File: config.mk
export PLATFORM = sky130hd
export DESIGN_NAME = vga_fb_write_arbiter_flat
export DESIGN_NICKNAME = d
export VERILOG_FILES = /design/src/rtl/vga_fb_write_arbiter_if.sv /design/src/rtl/vga_fb_write_arbiter.sv /design/src/flat_wrapper.sv
export SDC_FILE = /design/constraint.sdc
export NUM_CORES = 1
export LEC_CHECK = 0
export CAP_MARGIN = 20
export CORE_UTILIZATION = 59
export DETAILED_ROUTE_END_ITERATION = 10
export MAX_ROUTING_LAYER = met4
export PLACE_DENSITY = 0.81
export SLEW_MARGIN = 0
export SYNTH_ARGS = -nofsm -noshare
export SYNTH_HDL_FRONTEND = slang
export SYNTH_SLANG_ARGS = --single-unit
File: constraint.sdc
create_clock -name clk_25M -period 5.2 [get_ports clk_25M]
set_clock_uncertainty 0.2 [all_clocks]
set_input_delay 1.3 -clock clk_25M [delete_from_list [all_inputs] [get_ports clk_25M]]
set_output_delay 1.3 -clock clk_25M [all_outputs]
set_load 0.01 [all_outputs]
File: src/rtl/vga_fb_write_arbiter_if.sv
// Signal bundle for the framebuffer write arbiter: CPU pixel writes, fill
// commands/status and the registered framebuffer write port.
interface vga_fb_write_arbiter_if #(
    parameter int ADDR_W = 19
);
    logic              cpu_wr_valid;
    logic              cpu_wr_ready;
    logic [ADDR_W-1:0] cpu_wr_addr;
    logic [7:0]        cpu_wr_data;
    logic              fill_start;
    logic [11:0]       fill_x0;
    logic [11:0]       fill_y0;
    logic [11:0]       fill_w;
    logic [11:0]       fill_h;
    logic [7:0]        fill_color;
    logic              fill_busy;
    logic              fill_done;
    logic              fb_we;
    logic [ADDR_W-1:0] fb_addr;
    logic [7:0]        fb_data;

    modport master (
        output cpu_wr_valid, cpu_wr_addr, cpu_wr_data,
        output fill_start, fill_x0, fill_y0, fill_w, fill_h, fill_color,
        input  cpu_wr_ready, fill_busy, fill_done, fb_we, fb_addr, fb_data
    );

    modport slave (
        input  cpu_wr_valid, cpu_wr_addr, cpu_wr_data,
        input  fill_start, fill_x0, fill_y0, fill_w, fill_h, fill_color,
        output cpu_wr_ready, fill_busy, fill_done, fb_we, fb_addr, fb_data
    );
endinterface

File: src/rtl/vga_fb_write_arbiter.sv
// Single framebuffer write port shared round-robin between a small CPU write
// FIFO and a clipped rectangle-fill engine.
module vga_fb_write_arbiter #(
    parameter int HSIZE      = 800,
    parameter int VSIZE      = 600,
    parameter int ADDR_W     = 19,
    parameter int FIFO_DEPTH = 4
) (
    input  logic                  clk_25M,
    input  logic                  rst,
    vga_fb_write_arbiter_if.slave bus
);
    localparam int              PW      = $clog2(FIFO_DEPTH);
    localparam logic [11:0]     HSIZE_C = 12'(HSIZE);
    localparam logic [11:0]     VSIZE_C = 12'(VSIZE);
    localparam logic [PW:0]     DEPTH_C = (PW+1)'(FIFO_DEPTH);

    typedef enum logic [1:0] {IDLE, SETUP, FILL, DONE} fill_state_t;

    fill_state_t       state_q, state_d;
    logic [ADDR_W-1:0] fifo_addr [FIFO_DEPTH];
    logic [7:0]        fifo_data [FIFO_DEPTH];
    logic [PW-1:0]     wr_ptr, rd_ptr;
    logic [PW:0]       count_q, count_d;
    logic              ready_q, push, cpu_req, fill_req, gnt_cpu, gnt_fill, prio_cpu;

    logic [11:0]       x0_q, y0_q, w_q, h_q;
    logic [11:0]       ew_q, ew_d, eh_q, eh_d, col_q, col_d, row_q, row_d;
    logic [7:0]        color_q;
    logic [ADDR_W-1:0] base_q, base_d;
    logic              fb_we_q;
    logic [ADDR_W-1:0] fb_addr_q;
    logic [7:0]        fb_data_q;

    assign push     = bus.cpu_wr_valid && ready_q;
    assign cpu_req  = (count_q != '0);
    assign fill_req = (state_q == FILL);
    // prio_cpu is set whenever the fill engine was the last one granted
    assign gnt_cpu  = cpu_req && (prio_cpu || !fill_req);
    assign gnt_fill = fill_req && !gnt_cpu;

    always_comb begin
        count_d = count_q;
        if (push && !gnt_cpu)
            count_d = count_q + (PW+1)'(1);
        else if (!push && gnt_cpu)
            count_d = count_q - (PW+1)'(1);
    end

    always_comb begin
        state_d = state_q;
        ew_d    = ew_q;
        eh_d    = eh_q;
        col_d   = col_q;
        row_d   = row_q;
        base_d  = base_q;
        unique case (state_q)
            IDLE: if (bus.fill_start) state_d = SETUP;
            SETUP: begin
                if (w_q == '0 || h_q == '0 || x0_q >= HSIZE_C || y0_q >= VSIZE_C) begin
                    state_d = DONE;
                end else begin
                    ew_d    = (w_q < HSIZE_C - x0_q) ? w_q : HSIZE_C - x0_q;
                    eh_d    = (h_q < VSIZE_C - y0_q) ? h_q : VSIZE_C - y0_q;
                    base_d  = ADDR_W'(y0_q) * ADDR_W'(HSIZE) + ADDR_W'(x0_q);
                    col_d   = '0;
                    row_d   = '0;
                    state_d = FILL;
                end
            end
            FILL: begin
                if (gnt_fill) begin
                    if (col_q == ew_q - 12'd1) begin
                        col_d  = '0;
                        row_d  = row_q + 12'd1;
                        base_d = base_q + ADDR_W'(HSIZE);
                        if (row_q == eh_q - 12'd1) state_d = DONE;
                    end else begin
                        col_d = col_q + 12'd1;
                    end
                end
            end
            DONE:    state_d = IDLE;
            default: state_d = IDLE;
        endcase
    end

    always_ff @(posedge clk_25M) begin
        if (push) begin
            fifo_addr[wr_ptr] <= bus.cpu_wr_addr;
            fifo_data[wr_ptr] <= bus.cpu_wr_data;
        end
    end

    always_ff @(posedge clk_25M or negedge rst) begin
        if (!rst) begin
            count_q <= '0;
            wr_ptr  <= '0;
            rd_ptr  <= '0;
            ready_q <= 1'b0;
        end else begin
            count_q <= count_d;
            ready_q <= (count_d != DEPTH_C);
            if (push)    wr_ptr <= wr_ptr + PW'(1);
            if (gnt_cpu) rd_ptr <= rd_ptr + PW'(1);
        end
    end

    always_ff @(posedge clk_25M or negedge rst) begin
        if (!rst) begin
            state_q <= IDLE;
            x0_q    <= '0;
            y0_q    <= '0;
            w_q     <= '0;
            h_q     <= '0;
            color_q <= '0;
            ew_q    <= '0;
            eh_q    <= '0;
            col_q   <= '0;
            row_q   <= '0;
            base_q  <= '0;
        end else begin
            state_q <= state_d;
            ew_q    <= ew_d;
            eh_q    <= eh_d;
            col_q   <= col_d;
            row_q   <= row_d;
            base_q  <= base_d;
            if (state_q == IDLE && bus.fill_start) begin
                x0_q    <= bus.fill_x0;
                y0_q    <= bus.fill_y0;
                w_q     <= bus.fill_w;
                h_q     <= bus.fill_h;
                color_q <= bus.fill_color;
            end
        end
    end

    always_ff @(posedge clk_25M or negedge rst) begin
        if (!rst) begin
            prio_cpu  <= 1'b1;
            fb_we_q   <= 1'b0;
            fb_addr_q <= '0;
            fb_data_q <= '0;
        end else begin
            fb_we_q <= gnt_cpu || gnt_fill;
            if (gnt_cpu) begin
                prio_cpu  <= 1'b0;
                fb_addr_q <= fifo_addr[rd_ptr];
                fb_data_q <= fifo_data[rd_ptr];
            end else if (gnt_fill) begin
                prio_cpu  <= 1'b1;
                fb_addr_q <= base_q + ADDR_W'(col_q);
                fb_data_q <= color_q;
            end
        end
    end

    assign bus.cpu_wr_ready = ready_q;
    assign bus.fill_busy    = (state_q == SETUP) || (state_q == FILL);
    assign bus.fill_done    = (state_q == DONE);
    assign bus.fb_we        = fb_we_q;
    assign bus.fb_addr      = fb_addr_q;
    assign bus.fb_data      = fb_data_q;
endmodule
File: src/flat_wrapper.sv
// flat-port wrapper written by rule: the top's interface ports become plain ports
module vga_fb_write_arbiter_flat 
#(
    parameter int HSIZE      = 800,
    parameter int VSIZE      = 600,
    parameter int ADDR_W     = 19,
    parameter int FIFO_DEPTH = 4
)
  (clk_25M, rst, bus_cpu_wr_valid, bus_cpu_wr_addr, bus_cpu_wr_data, bus_fill_start, bus_fill_x0, bus_fill_y0, bus_fill_w, bus_fill_h, bus_fill_color, bus_cpu_wr_ready, bus_fill_busy, bus_fill_done, bus_fb_we, bus_fb_addr, bus_fb_data);
  vga_fb_write_arbiter_if #(.ADDR_W(ADDR_W)) bus_i ();
  input  logic clk_25M;
  input  logic rst;
  input wire logic [$bits(bus_i.cpu_wr_valid)-1:0] bus_cpu_wr_valid;
  input wire logic [$bits(bus_i.cpu_wr_addr)-1:0] bus_cpu_wr_addr;
  input wire logic [$bits(bus_i.cpu_wr_data)-1:0] bus_cpu_wr_data;
  input wire logic [$bits(bus_i.fill_start)-1:0] bus_fill_start;
  input wire logic [$bits(bus_i.fill_x0)-1:0] bus_fill_x0;
  input wire logic [$bits(bus_i.fill_y0)-1:0] bus_fill_y0;
  input wire logic [$bits(bus_i.fill_w)-1:0] bus_fill_w;
  input wire logic [$bits(bus_i.fill_h)-1:0] bus_fill_h;
  input wire logic [$bits(bus_i.fill_color)-1:0] bus_fill_color;
  output wire logic [$bits(bus_i.cpu_wr_ready)-1:0] bus_cpu_wr_ready;
  output wire logic [$bits(bus_i.fill_busy)-1:0] bus_fill_busy;
  output wire logic [$bits(bus_i.fill_done)-1:0] bus_fill_done;
  output wire logic [$bits(bus_i.fb_we)-1:0] bus_fb_we;
  output wire logic [$bits(bus_i.fb_addr)-1:0] bus_fb_addr;
  output wire logic [$bits(bus_i.fb_data)-1:0] bus_fb_data;
  assign bus_i.cpu_wr_valid = bus_cpu_wr_valid;
  assign bus_i.cpu_wr_addr = bus_cpu_wr_addr;
  assign bus_i.cpu_wr_data = bus_cpu_wr_data;
  assign bus_i.fill_start = bus_fill_start;
  assign bus_i.fill_x0 = bus_fill_x0;
  assign bus_i.fill_y0 = bus_fill_y0;
  assign bus_i.fill_w = bus_fill_w;
  assign bus_i.fill_h = bus_fill_h;
  assign bus_i.fill_color = bus_fill_color;
  assign bus_cpu_wr_ready = bus_i.cpu_wr_ready;
  assign bus_fill_busy = bus_i.fill_busy;
  assign bus_fill_done = bus_i.fill_done;
  assign bus_fb_we = bus_i.fb_we;
  assign bus_fb_addr = bus_i.fb_addr;
  assign bus_fb_data = bus_i.fb_data;
  vga_fb_write_arbiter #(.HSIZE(HSIZE), .VSIZE(VSIZE), .ADDR_W(ADDR_W), .FIFO_DEPTH(FIFO_DEPTH)) u_core (.clk_25M(clk_25M), .rst(rst), .bus(bus_i));
endmodule
Word level (Yosys, flattened, before mapping) --
Memories as Yosys holds them, arrays and structs flattened. Index checks and enable logic that the tools add are counted.
Storage, ports and cells: bits in registers 162, bits in writable memories 108, input bits 87, output and inout port bits 31, word-level logic and storage cells 105, memories 2
Cells by class: add/sub/neg operators 13, $mul 1, $lt $le $gt $ge 4, equal/unequal tests 11, multiplexer cells 29, bitwise gates (word level) 1, reductions and logical operators 25
Memory list:
- u_core.fifo_addr | depth 4, bits a word 19, read ports 1, clocked after memory_dff 0, write ports 1, RTL line vga_fb_write_arbiter.sv:21 | logic [ADDR_W-1:0] fifo_addr [FIFO_DEPTH];
- u_core.fifo_data | depth 4, bits a word 8, read ports 1, clocked after memory_dff 0, write ports 1, RTL line vga_fb_write_arbiter.sv:22 | logic [7:0] fifo_data [FIFO_DEPTH];
Operators with widths (number):
- 2-to-1 mux 19 bit | 5
- 2-to-1 mux 12 bit | 7
- case mux 12 bit (2 select lines) | 2
- adder 19 x 12 -> 19 bit | 2
- case mux 19 bit (2 select lines) | 1
- adder 12 x 1 -> 12 bit, second input constant | 2
- equality test 12 bit | 2
- greater-or-equal comparator 12 x 10 -> 1 bit, second input constant | 2
- zero test 12 bit | 2
- less-than comparator 12 bit | 2
- subtractor 10 x 12 -> 12 bit, first input constant | 2
- subtractor 12 x 1 -> 12 bit, second input constant | 2
- adder 19 x 10 -> 19 bit, second input constant | 1
- 2-to-1 mux 8 bit | 2
- multiplier 12 x 5 -> 14 bit, second input constant | 1
- inequality test 2 bit, second input constant | 5
- 2-to-1 mux 2 bit | 4
- case mux 2 bit (4 select lines) | 1
- AND reduction 4 bit | 2
- logical AND 1 bit | 6
- logical OR 1 bit | 6
- 2-to-1 mux 3 bit | 2
- 2-to-1 mux 1 bit | 5
- adder 2 x 1 -> 2 bit, second input constant | 2
- 12 further kinds | 16

Logic depth before layout (Yosys ltp) --
depth in word-level cells 8, gate-level depth with buffers 16, depth with buffers taken out 16

Worst setup path before layout --
No wires, ideal clock.
path kind register to register, start register u_core.y0_q[2], end register u_core.base_q[18], library setup time 0.095 ns, arrival 3.447 ns, data required time 4.905 ns, slack 1.457 ns, cell stages (with the launch flop) 16, buffers on the path 0, period minus slack after synthesis 3.743 ns, cell sequence dfrtp_1 -> inv_1 -> ha_1 -> inv_1 -> ha_1 -> fa_1 -> ha_1 -> xnor2_1 -> ha_1 -> nor2_1 -> nor2_1 -> o41a_1 -> nand4_1 -> o31a_1 -> o21a_1 -> o31ai_1
Between the ends: cells in the longest elaborated chain, start to end 4, elaborated cells on any way between the ends 8, classes of those cells add/sub: 1; mul: 1; order compare: 1; eq/ne: 1; mux: 2; reduce/logical: 2
Ends and longest elaborated chain:
- from (decl) | RTL line vga_fb_write_arbiter.sv:27 | logic [11:0] x0_q, y0_q, w_q, h_q;
- from (signal assigned) | RTL line vga_fb_write_arbiter.sv:131 | y0_q <= bus.fill_y0;
- multiplier 12 x 5 -> 14 bit or greater-or-equal comparator 12 x 10 -> 1 bit (tied branches) | RTL line vga_fb_write_arbiter.sv:65, vga_fb_write_arbiter.sv:60
- adder 19 x 12 -> 19 bit or logical OR 1 bit (tied branches) | RTL line vga_fb_write_arbiter.sv:65, vga_fb_write_arbiter.sv:60
- 2-to-1 mux 19 bit or inequality test 2 bit (tied branches)
- case mux 19 bit (2 select lines) or AND reduction 4 bit (tied branches)
- to (signal assigned) | RTL line vga_fb_write_arbiter.sv:128 | base_q <= base_d;
- to (decl) | RTL line vga_fb_write_arbiter.sv:30 | logic [ADDR_W-1:0] base_q, base_d;
Parallel ways exist; a longest one is shown, timed or not. The select of a mux whose other input is x is not followed. A chain may end at the register's enable or synchronous reset.

Final worst setup path --
Ends and elaborated chain as after synthesis.

==> flow_metrics.env <==
export IMPL_status="complete, no violations"
export IMPL_die_y_um=162
export IMPL_yosysTopAreaCell="dfrtp_1"
export IMPL_synthCells=1312
export IMPL_drt_iter0_drc=724
export IMPL_finalMaxSlewViolations=0
export IMPL_cts_resized=0
export IMPL_drc_errors=0
export IMPL_cp_end_kind="flop"
export IMPL_clk_pin_slew_ns=0.06
export IMPL_utilization_pct=70.0
export IMPL_vias=10638
export IMPL_start_kind="flop"
export IMPL_hold_buffers=0
export IMPL_place_gp_congestion=0.896
export IMPL_ios=118
export IMPL_design_die_area_um2=26200
export IMPL_cts_setup_buffers=0
export IMPL_worstPathMaxFanout=6
export IMPL_worst_pin_slew_ns=0.999
export IMPL_synth_edff_count=108
export IMPL_synth_top_cell_area_share_pct=26.8
export IMPL_max_freq_mhz=244
export IMPL_synth_area_leaders="dfrtp_1, edfxtp_1, ha_1"
export IMPL_period_needed_ns=4.09
export IMPL_io_buffers=117
export IMPL_syn_area_per_cell_um2=11.5
export IMPL_placed_cells=1732
export IMPL_clk_path_buf_depth=3
export IMPL_diodes=0
export IMPL_critPathRequiredTime_ns=5.47
export IMPL_vias_per_cell=5.96
export IMPL_synth_cell_type_count=76
export IMPL_synth_area_um2=15100
export IMPL_relSlewSlack_pct=33.4
export IMPL_grt_pass1_vias=10883
export IMPL_drive_gt1_share_pct=12.8
export IMPL_cts_buffers=29
export IMPL_ys_ff_latch=270
export IMPL_drt_wl_total_mm=34.0
export IMPL_grt_first_pass_wirelength_mm=56.2
export IMPL_grt_antenna_before_repair=0
export IMPL_post_route_period_util_pct=78.7
export IMPL_start_util_pct=60.0
export IMPL_cts_htree_levels=1
export IMPL_seq_area_frac_synth_pct=48.5
export IMPL_maxCapViolations=0
export IMPL_dr_pass1_iters=5
export IMPL_gr_total_overflow=0
export IMPL_post_dp_hpwl_mm=23.9
export IMPL_hold_viol=0
export IMPL_fin_nets=1629
export IMPL_fin_setup_tns_ns=0
export IMPL_cts_root_buf="clkbuf_16"
export IMPL_yosys_warnings=0
export IMPL_synthesis_nets=1508
export IMPL_grt_util_all_layers_pct=27.9
export IMPL_cts_tree="yes"
export IMPL_yosys_most_used_dff="dfrtp_1"
export IMPL_critPathKind="flop to flop"
export IMPL_wl_per_cell_um=19.0
export IMPL_worstHoldPathType="flop to flop"
export IMPL_core_um2=25100
export IMPL_die_w_um=162
export IMPL_finalNonFillerCells=1785
export IMPL_antenna_left=0
export IMPL_cts_sinks=270
export IMPL_setup_viol=0
export IMPL_area_delta_synth_final_pct=16.7
export IMPL_cp_data_arrival_time_ns=4.36
export IMPL_async_flop_share_pct=60.0
export IMPL_clock_latency_ns=0.56
export IMPL_grt_max_degree=89
export IMPL_row_count=58
export IMPL_rsz0062_at_grt="no"
placed cells by master (no fill, tap or decap), types with 9 or more instances in the layout:
cell / count
dfrtp_1: 160
clkdlybuf4s50_1: 116
edfxtp_1: 108
ha_1: 100
nand2_1: 97
nor2_1: 91
inv_1: 85
mux2_2: 76
xnor2_1: 69
a21oi_1: 54
o21ai_0: 43
nand3_1: 31
clkbuf_16: 29
mux2i_1: 28
mux4_2: 27
nor4_1: 22
nor3_1: 21
xor2_1: 20
buf_4: 19
and3_1: 15
nand2b_1: 14
nor2b_1: 13
nand4_1: 11
a221o_1: 11
o21a_1: 10
a32oi_1: 10
or3_1: 9
a31oi_1: 9
a211oi_1: 9
a21o_1: 9
fa_1: 9
clkbuf_1: 9
Yosys cell counts (all sizes together) (8+ instances only):
| cell type | count |
|---|---|
| dfrtp | 161 |
| nand2 | 98 |
| nand2b | 14 |
| a31oi | 9 |
| nor3 | 24 |
| o21ai | 45 |
| or4 | 8 |
| mux2i | 28 |
| or3 | 9 |
| a32oi | 10 |
| a21oi | 54 |
| fa | 9 |
| clkbuf | 40 |
| nor4 | 24 |
| a21o | 9 |
| edfxtp | 108 |
| nand4 | 11 |
| nor2 | 91 |
| inv | 85 |
| a22oi | 9 |
| xor2 | 20 |
| nand3 | 31 |
| xnor2 | 69 |
| nor2b | 13 |
| o21a | 10 |
| a221o | 11 |
| mux2 | 77 |
| a211oi | 9 |
| and3 | 15 |
| ha | 100 |
| mux4 | 27 |
per-stage QoR:
stage	cell area, µm²	worst slack, ns	hold slack, ns
2_1_floorplan	15100	1.46	0.258
3_3_place_gp	16600	1.27	0.277
3_5_place_dp	16600	1.10	0.282
4_1_cts	17600	1.09	0.302
5_1_grt	17600	0.773	0.326
6_report	17600	1.11	0.301
layer usage:
layer,track usage [%],wire length [µm],vias up
li1,-,-,5025
met1,36.4,14700,5190
met2,45.7,16500,347
met3,3.96,1860,76
met4,8.19,890,0
met5,-,0,-
final cells by class:
type / instances / area, µm²
Clock inverter: 11 / 135
Tap cell: 330 / 413
Timing Repair Buffer: 136 / 1320
Multi-Input combinational cell: 910 / 7280
Inverter: 86 / 323
Sequential cell: 270 / 7300
Fill cell: 1826 / 7530
Clock buffer: 42 / 815
registers in the layout, indices dropped and copies added, names as in the netlist, 3 cells and up:
signal and cells:
u_core.fifo_data 32, u_core.eh_q 12, u_core.bus.fb_addr 19, u_core.bus.fb_data 8, u_core.ew_q 12, u_core.row_q 12, u_core.y0_q 12, u_core.count_q 3
u_core.base_q 19, u_core.color_q 8, u_core.x0_q 12, u_core.h_q 12, u_core.col_q 12, u_core.w_q 12, u_core.fifo_addr 76
final timing paths:
| check | startpoint | endpoint | slack, ns | depth (start not counted) |
|---|---|---|---|---|
| setup / recovery | u_core.y0_q[2] | u_core.base_q[18] | 1.11 | 14 |
| setup reg to reg | u_core.y0_q[2] | u_core.base_q[18] | 1.11 | 14 |
| max in group asynchronous | rst | u_core.x0_q[5] | 3.14 | 2 |
| hold / removal | u_core.bus.fb_data[7] | u_core.bus.fb_data[7] | 0.30 | 2 |
| hold reg to reg | u_core.bus.fb_data[7] | u_core.bus.fb_data[7] | 0.30 | 2 |
| min in group asynchronous | rst | u_core.h_q[0] | 0.61 | 1 |
worst max-delay path, stage by stage (launching register included):
cell and delay (ns):
dfrtp_1 0.45, inv_1 0.10, ha_1 0.29, inv_1 0.04, ha_1 0.30, fa_1 0.48, ha_1 0.37, nor2b_1 0.17
o2111a_1 0.26, o31ai_1 0.30, and3_1 0.21, nand4_1 0.17, o31a_1 0.30, o21a_1 0.18, o31ai_1 0.18
logic make-up (layout without fill, tap and decap cells):
family | Yosys count | in the layout | synth area share, %
buffers and inverters | 132 | 275 | 3.33
AND/OR/NAND/NOR | 368 | 368 | 12.3
XOR/XNOR | 90 | 90 | 5.33
AO/OA/AOI/OAI | 209 | 209 | 9.27
adder cells (fa/ha/maj) | 111 | 111 | 9.64
flip-flops | 270 | 270 | 48.5
multiplexers | 132 | 132 | 11.7
Power is left out: the tool's default activity adds up to more than one toggle a clock period on the data nets, which glitch-free logic cannot reach.
